==> config.mk <==
export PLATFORM = sky130hd
export DESIGN_NAME = ma_lsu
export DESIGN_NICKNAME = d
export VERILOG_FILES = /design/src/rtl/ma_lsu.sv
export SDC_FILE = /design/constraint.sdc
export NUM_CORES = 1
export LEC_CHECK = 0
export BUFFER_PORTS_ARGS = -buffer_cell sky130_fd_sc_hd__buf_4
export CORE_ASPECT_RATIO = 0.7
export CORE_MARGIN = 10
export CORE_UTILIZATION = 33
export DETAILED_ROUTE_END_ITERATION = 7
export PLACE_DENSITY = 0.75
export SLEW_MARGIN = 10
export SYNTH_ARGS = -nofsm -noshare
export SYNTH_HDL_FRONTEND = slang
export SYNTH_SLANG_ARGS = --single-unit
==> constraint.sdc <==
create_clock -name i_clk -period 2.3 [get_ports i_clk]
set_input_delay 0.69 -clock i_clk [delete_from_list [all_inputs] [get_ports i_clk]]
set_output_delay 0.69 -clock i_clk [all_outputs]
set_load 0.02 [all_outputs]
==> src/rtl/ma_lsu.sv <==
// MA-stage load/store unit: drives a byte-enabled 1R1W data RAM and returns one
// aligned, extended response per request through a one-entry valid/ready register.
module ma_lsu #(
    parameter int AW = 10
) (
    input  logic          i_clk,
    input  logic          i_rst,
    input  logic          i_req_valid,
    output logic          o_req_ready,
    input  logic          i_req_we,
    input  logic [1:0]    i_req_size,
    input  logic          i_req_unsigned,
    input  logic [31:0]   i_req_addr,
    input  logic [31:0]   i_req_wdata,
    input  logic [4:0]    i_req_rd,
    output logic          o_rsp_valid,
    input  logic          i_rsp_ready,
    output logic [31:0]   o_rsp_rdata,
    output logic [4:0]    o_rsp_rd,
    output logic          o_rsp_is_load,
    output logic          o_rsp_err,
    output logic [AW-1:0] o_ram_radr,
    input  logic [31:0]   i_ram_rdata,
    output logic [AW-1:0] o_ram_wadr,
    output logic [31:0]   o_ram_wdata,
    output logic [3:0]    o_ram_wen
);

    logic          r_rsp_valid;
    logic [4:0]    r_rsp_rd;
    logic          r_rsp_is_load;
    logic          r_rsp_err;
    logic [AW-1:0] r_hold_adr;
    logic [1:0]    r_off;
    logic [1:0]    r_size;
    logic          r_unsigned;

    logic          w_acc;
    logic          w_err;
    logic [7:0]    w_byte;
    logic [15:0]   w_half;

    assign o_req_ready = !i_rst && (!r_rsp_valid || i_rsp_ready);
    assign w_acc       = i_req_valid && o_req_ready;

    assign w_err = (i_req_size == 2'b11)
                || (i_req_size == 2'b01 && i_req_addr[0])
                || (i_req_size == 2'b10 && i_req_addr[1:0] != 2'b00)
                || (i_req_addr[31:AW+2] != '0);

    always_ff @(posedge i_clk) begin
        if (i_rst) begin
            r_rsp_valid   <= 1'b0;
            r_rsp_rd      <= '0;
            r_rsp_is_load <= 1'b0;
            r_rsp_err     <= 1'b0;
            r_hold_adr    <= '0;
            r_off         <= '0;
            r_size        <= '0;
            r_unsigned    <= 1'b0;
        end else if (w_acc) begin
            r_rsp_valid   <= 1'b1;
            r_rsp_rd      <= i_req_rd;
            r_rsp_is_load <= !i_req_we;
            r_rsp_err     <= w_err;
            r_hold_adr    <= i_req_addr[AW+1:2];
            r_off         <= i_req_addr[1:0];
            r_size        <= i_req_size;
            r_unsigned    <= i_req_unsigned;
        end else if (i_rsp_ready) begin
            r_rsp_valid   <= 1'b0;
        end
    end

    // Re-presenting the held address during a stall keeps the RAM read data stable.
    assign o_ram_radr = w_acc ? i_req_addr[AW+1:2] : r_hold_adr;
    assign o_ram_wadr = i_req_addr[AW+1:2];

    always_comb begin
        o_ram_wdata = i_req_wdata;
        o_ram_wen   = 4'b0000;
        case (i_req_size)
            2'b00:   o_ram_wdata = {4{i_req_wdata[7:0]}};
            2'b01:   o_ram_wdata = {2{i_req_wdata[15:0]}};
            default: o_ram_wdata = i_req_wdata;
        endcase
        if (w_acc && i_req_we && !w_err) begin
            case (i_req_size)
                2'b00:   o_ram_wen = 4'b0001 << i_req_addr[1:0];
                2'b01:   o_ram_wen = i_req_addr[1] ? 4'b1100 : 4'b0011;
                2'b10:   o_ram_wen = 4'b1111;
                default: o_ram_wen = 4'b0000;
            endcase
        end
    end

    assign w_byte = i_ram_rdata[{r_off, 3'b000} +: 8];
    assign w_half = i_ram_rdata[{r_off[1], 4'b0000} +: 16];

    always_comb begin
        o_rsp_rdata = '0;
        if (r_rsp_valid && r_rsp_is_load && !r_rsp_err) begin
            case (r_size)
                2'b00:   o_rsp_rdata = {{24{!r_unsigned && w_byte[7]}}, w_byte};
                2'b01:   o_rsp_rdata = {{16{!r_unsigned && w_half[15]}}, w_half};
                default: o_rsp_rdata = i_ram_rdata;
            endcase
        end
    end

    assign o_rsp_valid   = r_rsp_valid;
    assign o_rsp_rd      = r_rsp_rd;
    assign o_rsp_is_load = r_rsp_is_load;
    assign o_rsp_err     = r_rsp_err;

endmodule

; ---- Word level (Yosys, flattened, before mapping)
; Index checks and enable logic that the tools add are counted.
[totals]
out_inout_bits = 97
word_cells = 49
ff_bits = 23
input_bits = 109
[op_classes]
eq_ne = 4
n_reduce_logical = 25
shifts = 3
n_mux = 9
[ops]
columns = op, count
row1 = $pmux 32 s2, 2
row2 = $mux 32, 1
row3 = $shiftx 32x6->16, 1
row4 = $shiftx 32x6->8, 1
row5 = $reduce_bool 20->1, 1
row6 = $pmux 4 s3, 1
row7 = $logic_and 1x1->1, 10
row8 = $mux 10, 1
row9 = $mux 4, 2
row10 = $logic_not 1->1, 6
row11 = $eq 2x1->1 const B, 2
row12 = $eq 2x2->1 const B, 2
row13 = $logic_not 2->1, 2
row14 = $logic_or 1x1->1, 4
row15 = $reduce_bool 2->1, 2
row16 = $shl 1x2->4 const A, 1
row17 = $mux 1, 2

; ---- Logic depth before layout (Yosys ltp)
; Gate-level depths: netlist of the first run.
[depth]
ltp_word = 8
depth_mapped = 6
depth_no_buf = 4

; ---- Worst setup path after synthesis of the first run
; Ideal clock, no wire load.
[synth_timing]
kind = input to output
from = in i_rsp_ready
to = out o_ram_wen[0]
n_path_buf = 1
slack_ns = -0.424
arrival_time_ns = 2.034
stages = 5
required_time_ns = 1.610
path_cell_list = nand2b_1 -> nand3_4 -> buf_6 -> a2111o_1 -> nor3_1
[synth_between]
elab_chain_cells = 6
[synth_rtl]
columns = item, line_no
row1 = "start, declared", 17  ; input logic i_rsp_ready,
row2 = $logic_or 1x1->1, 43  ; assign o_req_ready = !i_rst && (!r_rsp_valid || i_rsp_ready);
row3 = $logic_and 1x1->1, 43
row4 = $logic_and 1x1->1, 44  ; assign w_acc = i_req_valid && o_req_ready;
row5 = $logic_and 1x1->1 (2 in series), 87  ; if (w_acc && i_req_we && !w_err) begin
row6 = $mux 4, 87
row7 = "end, declared", 26  ; output logic [3:0] o_ram_wen
; Every way passes these cells.

; ---- Worst setup path in the final report of the first run
[layout_timing]
from = in i_ram_rdata[15]
to = out o_rsp_rdata[17]
[layout_between]
elab_chain_cells = 4
word_cells_on_any_way = 6
classes_between = 2 x shift / 2 x mux / 2 x reduce/logical
[layout_rtl]
columns = item, line_no
row1 = "start, declared", 23  ; input logic [31:0] i_ram_rdata,
row2 = $shiftx 32x6->16 / $shiftx 32x6->8 (equally long branches), "98, 97"
row3 = "$logic_and 1x1->1, on equally long branches", "105, 104"
row4 = $pmux 32 s2 (*), 103  ; case (r_size)
row5 = $mux 32 (*), 102  ; if (r_rsp_valid && r_rsp_is_load && !r_rsp_err) begin
row6 = "end, declared", 18  ; output logic [31:0] o_rsp_rdata,
; Every way passes the cells marked *; elsewhere a longest branch is shown, timed or not.

==> reports/results.ini, run 1 <==
[outcome]
status=finished, violations left
violations=setup timing

[routing]
dr_wl_met2_mm=6.151
wl_met1_mm=3.884
drt-initial-drc-count=118
via_per_inst=5.082
wire_per_inst_um=19.30
firstDrtPassIters=4
vias=2968
wl_met3_mm=1.126
drc=0
postRouteAntennaNets=0
routed_wl_mm=11.27
highest_layer=met4

[logic_synthesis]
yosysMostFrequentCell=nand2_1
synth_nets=383
synth_edf_count=0
synth_top_cell_area_share_pct=21.79
ys.flop_type=dfxtp_1
synth_seq_cells=23
yosysUniqueCellTypes=41
synth.area.top_cells=dfxtp_1, mux2_2, nand2_1
syn_inst=274
synth-warning-count=0
synth_common_cells=nand2_1, mux2_2, dfxtp_1, nor2_1, o21ai_0
syn_area_sq_mm=0.002113
postSynthAreaPerCell_sq_um=7.713
synth_area_leader_cell=dfxtp_1
ys_async_sr_fraction_pct=0
seq_area_frac_synth_pct=21.79

[worst_setup_path]
cp.required_ns=1.61
crit_path_end_kind=output pin
crit_path_start_kind=input pin
path_max_fanout=6
arrival_ns=2.03
setup.worst_path.class=in -> out

[timing]
tightestPinTransition_ns=0.3666
finClkSkew_ns=0.007141
setup_viol=39
period_share_pct=118.2
rsz0062_at_grt=yes
maxSlewHeadroom_pct=75.50
max_freq_mhz=367.9
tns_ns=-11.25
finalHoldViolations=0
finalMaxSlewViolations=0
post-route-min-period_ns=2.718
setup_ws_ns=-0.4184

[grt]
grt_pass1_vias=3221
grt_max_degree=26
antenna_found_initial=0
grt_usage_pct=20.22
grt_pass1_wl_mm=16.54
overflow=0

[place]
numPortBuffers=205
place.gp.congestion=0.8570
dpl.hpwl_mm=8.544
placed_area_sq_mm=0.004146
dp_cells=564

[finish]
syn2layout_area_growth_pct=126.8
finalInstanceArea_sq_mm=0.004793
fin_util_pct=77.11
nNetsFinal=616
drive_gt1_share_pct=69.57
final_cell_count_no_fill=584
fillers=412
antennaDiodeCount=0

[floorplanning]
initial_core_util_pct=34.00
die_w_um=115.6
die_height_um=86.96
core_area_sq_mm=0.006216
rows=24
dieArea_sq_mm=0.01006
pin_count=206

[power]
ir_drop_uv=233.2
powerDensity_mw_per_mm2=336.2
leakagePower_nw=2.404
p_total_w=0.001611

[cts]
cts_sinks=23
ctsRootBufferMaster=clkbuf_8
numCtsBuffers=3
clkTransAtPathRegs_ns=0.09
ctsHtreeMaxLevel=1
clk_latency_ns=0.27
tritoncts=built
cts_buffer_depth=2

[min_path]
min_path_type=reg -> reg

[job]
drv_cap=0

## logic make-up after synthesis
family / Yosys count / share of synthesized area, %
AO/OA/AOI/OAI: 63 / 21.85
buffers and inverters: 49 / 13.20
flip-flops: 23 / 21.79
AND/OR/NAND/NOR: 100 / 22.68
multiplexers: 38 / 20.07
XOR/XNOR: 1 / 0.4145
## where the power goes
group | switching (W) | internal, W
Combinational | 0.000426 | 0.000486
Clock | 0.000137 | 0.000121
Sequential | 0.0000165 | 0.000424
## per-layer routing
metal	up-vias	track usage, %
met5	-	0
met4	0	3.737
met3	10	7.438
met2	123	39.59
met1	1413	20.10
li1	1422	-
## placed cells by master (no fill, tap or decap), types with 4 or more instances in the layout
| cell type | instances |
|---|---|
| nand2_1 | 44 |
| a221oi_2 | 4 |
| nand3_1 | 5 |
| o21ai_1 | 11 |
| and2_1 | 10 |
| a21o_4 | 10 |
| buf_4 | 193 |
| inv_1 | 8 |
| nor4_4 | 6 |
| mux2i_1 | 8 |
| mux2_4 | 21 |
| dfxtp_1 | 19 |
| mux2_2 | 8 |
| a21o_1 | 6 |
| nor2_1 | 16 |
| buf_8 | 4 |
| a221oi_4 | 4 |
| buf_6 | 64 |
| a222oi_1 | 7 |
| o21ai_0 | 5 |
| nor3_4 | 4 |
## layout make-up
class / instances / area (sq um) / area share, %
sequential: 23 / 467.9 / 9.762
multi-input combinational: 202 / 1819 / 37.95
tap: 78 / 97.59 / 2.036
clock inverter: 1 / 5.005 / 0.1044
inverter: 12 / 47.55 / 0.9919
timing repair buffer: 265 / 2315 / 48.29
clock buffer: 3 / 41.29 / 0.8614
## sequential cells by signal (all words and copies together) (netlist names)
register       cells
r_off              2
r_size             2
r_hold_adr        10
r_unsigned         1
o_rsp_valid        1
o_rsp_is_load      1
o_rsp_err          1
o_rsp_rd           5
## metrics by stage
step           setup WS (ns)  hold WS (ns)
4_1_cts              -0.4032        0.4672
5_1_grt              -0.4941        0.4907
2_1_floorplan        -0.2239        0.4725
6_report             -0.4184        0.4682
3_5_place_dp         -0.7249        0.4553
3_3_place_gp         -0.6384        0.4435
## path summary, 6_finish.rpt
path | slack [ns] | to | startpoint | cells after the start
setup reg to reg | 0.70 | r_hold_adr[8]$_SDFF_PP0_ | o_rsp_valid$_SDFFE_PP0P_ | 8
hold / removal | 0.47 | o_rsp_rd[2]$_SDFFE_PP0N_ | o_rsp_rd[2]$_SDFFE_PP0N_ | 2
setup / recovery | -0.42 | o_rsp_rdata[17] | i_ram_rdata[15] | 9
hold reg to reg | 0.47 | o_rsp_rd[2]$_SDFFE_PP0N_ | o_rsp_rd[2]$_SDFFE_PP0N_ | 2
## timing repair
item | in CTS | in global routing
cloned | 2 | 0
pin swaps | 10 | 11
gates resized for setup | 109 | 27
hold buffers | 0 | 0
buffers inserted | 9 | 11
endpoints found under the setup margin | 62 | 57
## critical path, cell delays in order
cell and delay [ns]:
buf_6 0.09, mux2_4 0.28, buf_6 0.12, mux2i_4 0.16, nor4_4 0.08, buf_4 0.16, clkbuf_16 0.15, a21o_1 0.17
buf_6 0.13
No activity file was read; power rests on OpenSTA's default activity.
==> inputs of run 2 (changes only) <==
--- a/config.mk
+++ b/config.mk
@@ -11,6 +11,8 @@
 export CORE_UTILIZATION = 33
 export DETAILED_ROUTE_END_ITERATION = 7
 export PLACE_DENSITY = 0.75
+export SETUP_SLACK_MARGIN = 0.5
+export SKIP_CTS_REPAIR_TIMING = 1
 export SLEW_MARGIN = 10
 export SYNTH_ARGS = -nofsm -noshare
 export SYNTH_HDL_FRONTEND = slang
==> reports/results.ini, run 2 (synthesized netlist as in run 1, its figures left out) <==
[floorplanning]
dieArea_sq_mm=0.01006  ; unchanged
die_height_um=86.96  ; unchanged
die_w_um=115.6  ; unchanged
initial_core_util_pct=34.00  ; unchanged
core_area_sq_mm=0.006216  ; unchanged
pin_count=206  ; unchanged
rows=24  ; unchanged

[cts]
tritoncts=built
numCtsBuffers=3  ; unchanged
ctsHtreeMaxLevel=1  ; unchanged
cts_buffer_depth=2  ; unchanged
clk_latency_ns=0.26  ; about the same
ctsRootBufferMaster=clkbuf_8
clkTransAtPathRegs_ns=0.07  ; -0.02 ns
cts_sinks=23  ; unchanged

[routing]
drc=0  ; unchanged
wire_per_inst_um=19.73  ; +2.2%
via_per_inst=5.161  ; +1.6%
postRouteAntennaNets=0  ; unchanged
vias=3009  ; +1.4%
firstDrtPassIters=4  ; unchanged
drt-initial-drc-count=91  ; -23%
routed_wl_mm=11.50  ; +2.0%

[timing]
period_share_pct=119.0  ; +0.84 points
tightestPinTransition_ns=0.5330  ; +0.1664 ns
finClkSkew_ns=0.001054  ; -0.006087 ns
maxSlewHeadroom_pct=64.46  ; -11 points
finalHoldViolations=0  ; unchanged
max_freq_mhz=365.3  ; -0.71%
post-route-min-period_ns=2.738  ; +0.01943 ns
timing.hold.ws_ns=0.4649  ; -0.003354 ns
rsz0062_at_grt=yes
setup_viol=49  ; +26%
setup_ws_ns=-0.4378  ; -0.01943 ns
finalMaxSlewViolations=0  ; unchanged

[finish]
largest_register=r_hold_adr
finalInstanceArea_sq_mm=0.005107  ; +6.6%
drive_gt1_share_pct=75.25  ; +5.7 points
largest_register_ffs=10  ; unchanged
final_cell_mix=buf_4, buf_6, nand2_1, mux2_4, dfxtp_1
layout_commonest_cell=buf_4
fin_util_pct=82.17  ; +5.1 points
register_area_sq_um=476.7  ; +1.9%
nNetsFinal=615  ; -0.16%
syn2layout_area_growth_pct=141.7
fillers=374  ; -9.2%
antennaDiodeCount=0  ; unchanged
multi_input_area_sq_mm=0.001987  ; +9.2%

[place]
numPortBuffers=205  ; unchanged
place.gp.congestion=0.8512  ; -0.68%
dpl.hpwl_mm=8.626  ; +0.95%
placed_area_sq_mm=0.004340  ; +4.7%

[worst_setup_path]
worstRegToRegCells=5  ; -3
arrival_ns=2.05  ; +0.02 ns
r2r_end=o_rsp_err$_SDFFE_PP0N_
setup.worst_path.class=in -> out
cp.required_ns=1.61  ; about the same
crit_path_start_kind=input pin
worst-r2r-setup-slack_ns=0.81  ; +0.11 ns
path_max_fanout=5  ; -1
crit_path_end_kind=output pin
r2r_start=o_rsp_valid$_SDFFE_PP0P_

[min_path]
min_path_type=reg -> reg
hp-start=o_rsp_rd[1]$_SDFFE_PP0N_
min_to=o_rsp_rd[1]$_SDFFE_PP0N_
worst_hold_path.num_cells=2  ; unchanged

[job]
drv_cap=0  ; unchanged

[power]
leakagePower_nw=2.476  ; +3.0%
powerDensity_mw_per_mm2=329.2  ; -2.1%
ir_drop_uv=186.6  ; -20%

[outcome]
violations=setup timing
status=finished, violations left

[grt]
overflow=0  ; unchanged
grt_usage_pct=17.65  ; -2.6 points
antenna_found_initial=0  ; unchanged
grt_pass1_vias=2955  ; -8.3%
grt_pass1_wl_mm=14.61  ; -12%
grt_max_degree=25  ; -3.8%

## run 2: cell count changes in the layout (fill, tap and decap cells not counted), moves of 4 or more
cell     previous run  this run
inv_1               8         3
buf_6              64        79
mux2i_2             0         4
mux2_2              8         0
o21ai_1            11         3
mux2i_1             8         0
buf_12              3         8
mux2_4             21        29
mux2i_4             1         5
o21ai_2             3        11
nor2_1             16         9
buf_4             193       172
nor2_4              2        10
## run 2: where the power goes
part           internal [W]  total [W]  leakage, nW  switching, W
Sequential         0.000424   0.000442        0.192     0.0000182
Clock              0.000124   0.000245       0.0228      0.000121
Combinational      0.000534   0.000995         2.26      0.000461
Total               0.00108    0.00168         2.48      0.000600
## run 2: worst max-delay path: stages
cell	delay (ns)
buf_4	0.12
nor4_4	0.24
o211ai_1	0.13
a2111o_2	0.57
nor3_4	0.16
buf_6	0.14
## run 2: cell type report
cell class              instances  area share (%)
inverters                      12           1.078
multi-input cells             202           38.90
repair buffers                264           47.89
well taps                      78           1.911
flip-flops and latches         23           9.334
clock buffers                   4          0.8819
## run 2: stage by stage
| stage | total power [W] | TNS [ns] | cells | worst slack (ns) |
|---|---|---|---|---|
| after floorplan | 0.0009090 | -2.621 | 274 | -0.2239 |
| after global placement | 0.001278 | -17.85 | 559 | -0.6357 |
| after detailed placement | 0.001292 | -19.55 | 559 | -0.7159 |
| after CTS | 0.001542 | -23.41 | 563 | -0.8004 |
| after global routing | 0.001765 | -13.35 | 583 | -0.5048 |
| final | 0.001682 | -11.67 | 583 | -0.4378 |
## run 2: layer usage
metal  wire length, um  track usage [%]
met1              3838            17.98
met4               131            2.605
met3              1331            8.471
met5                 0                0
met2              6201            32.80
## run 2: worst max path at each step
stage,startpoint,end,cells past startpoint
3_5_place_dp,i_ram_rdata[7],o_rsp_rdata[28],6
3_3_place_gp,i_ram_rdata[7],o_rsp_rdata[22],6
2_1_floorplan,i_req_addr[13],o_ram_wen[0],4
6_report,i_req_addr[28],o_ram_wen[0],6
5_1_grt,i_req_addr[24],o_ram_wen[1],6
4_1_cts,r_off[1]$_SDFFE_PP0N_,o_rsp_rdata[23],5
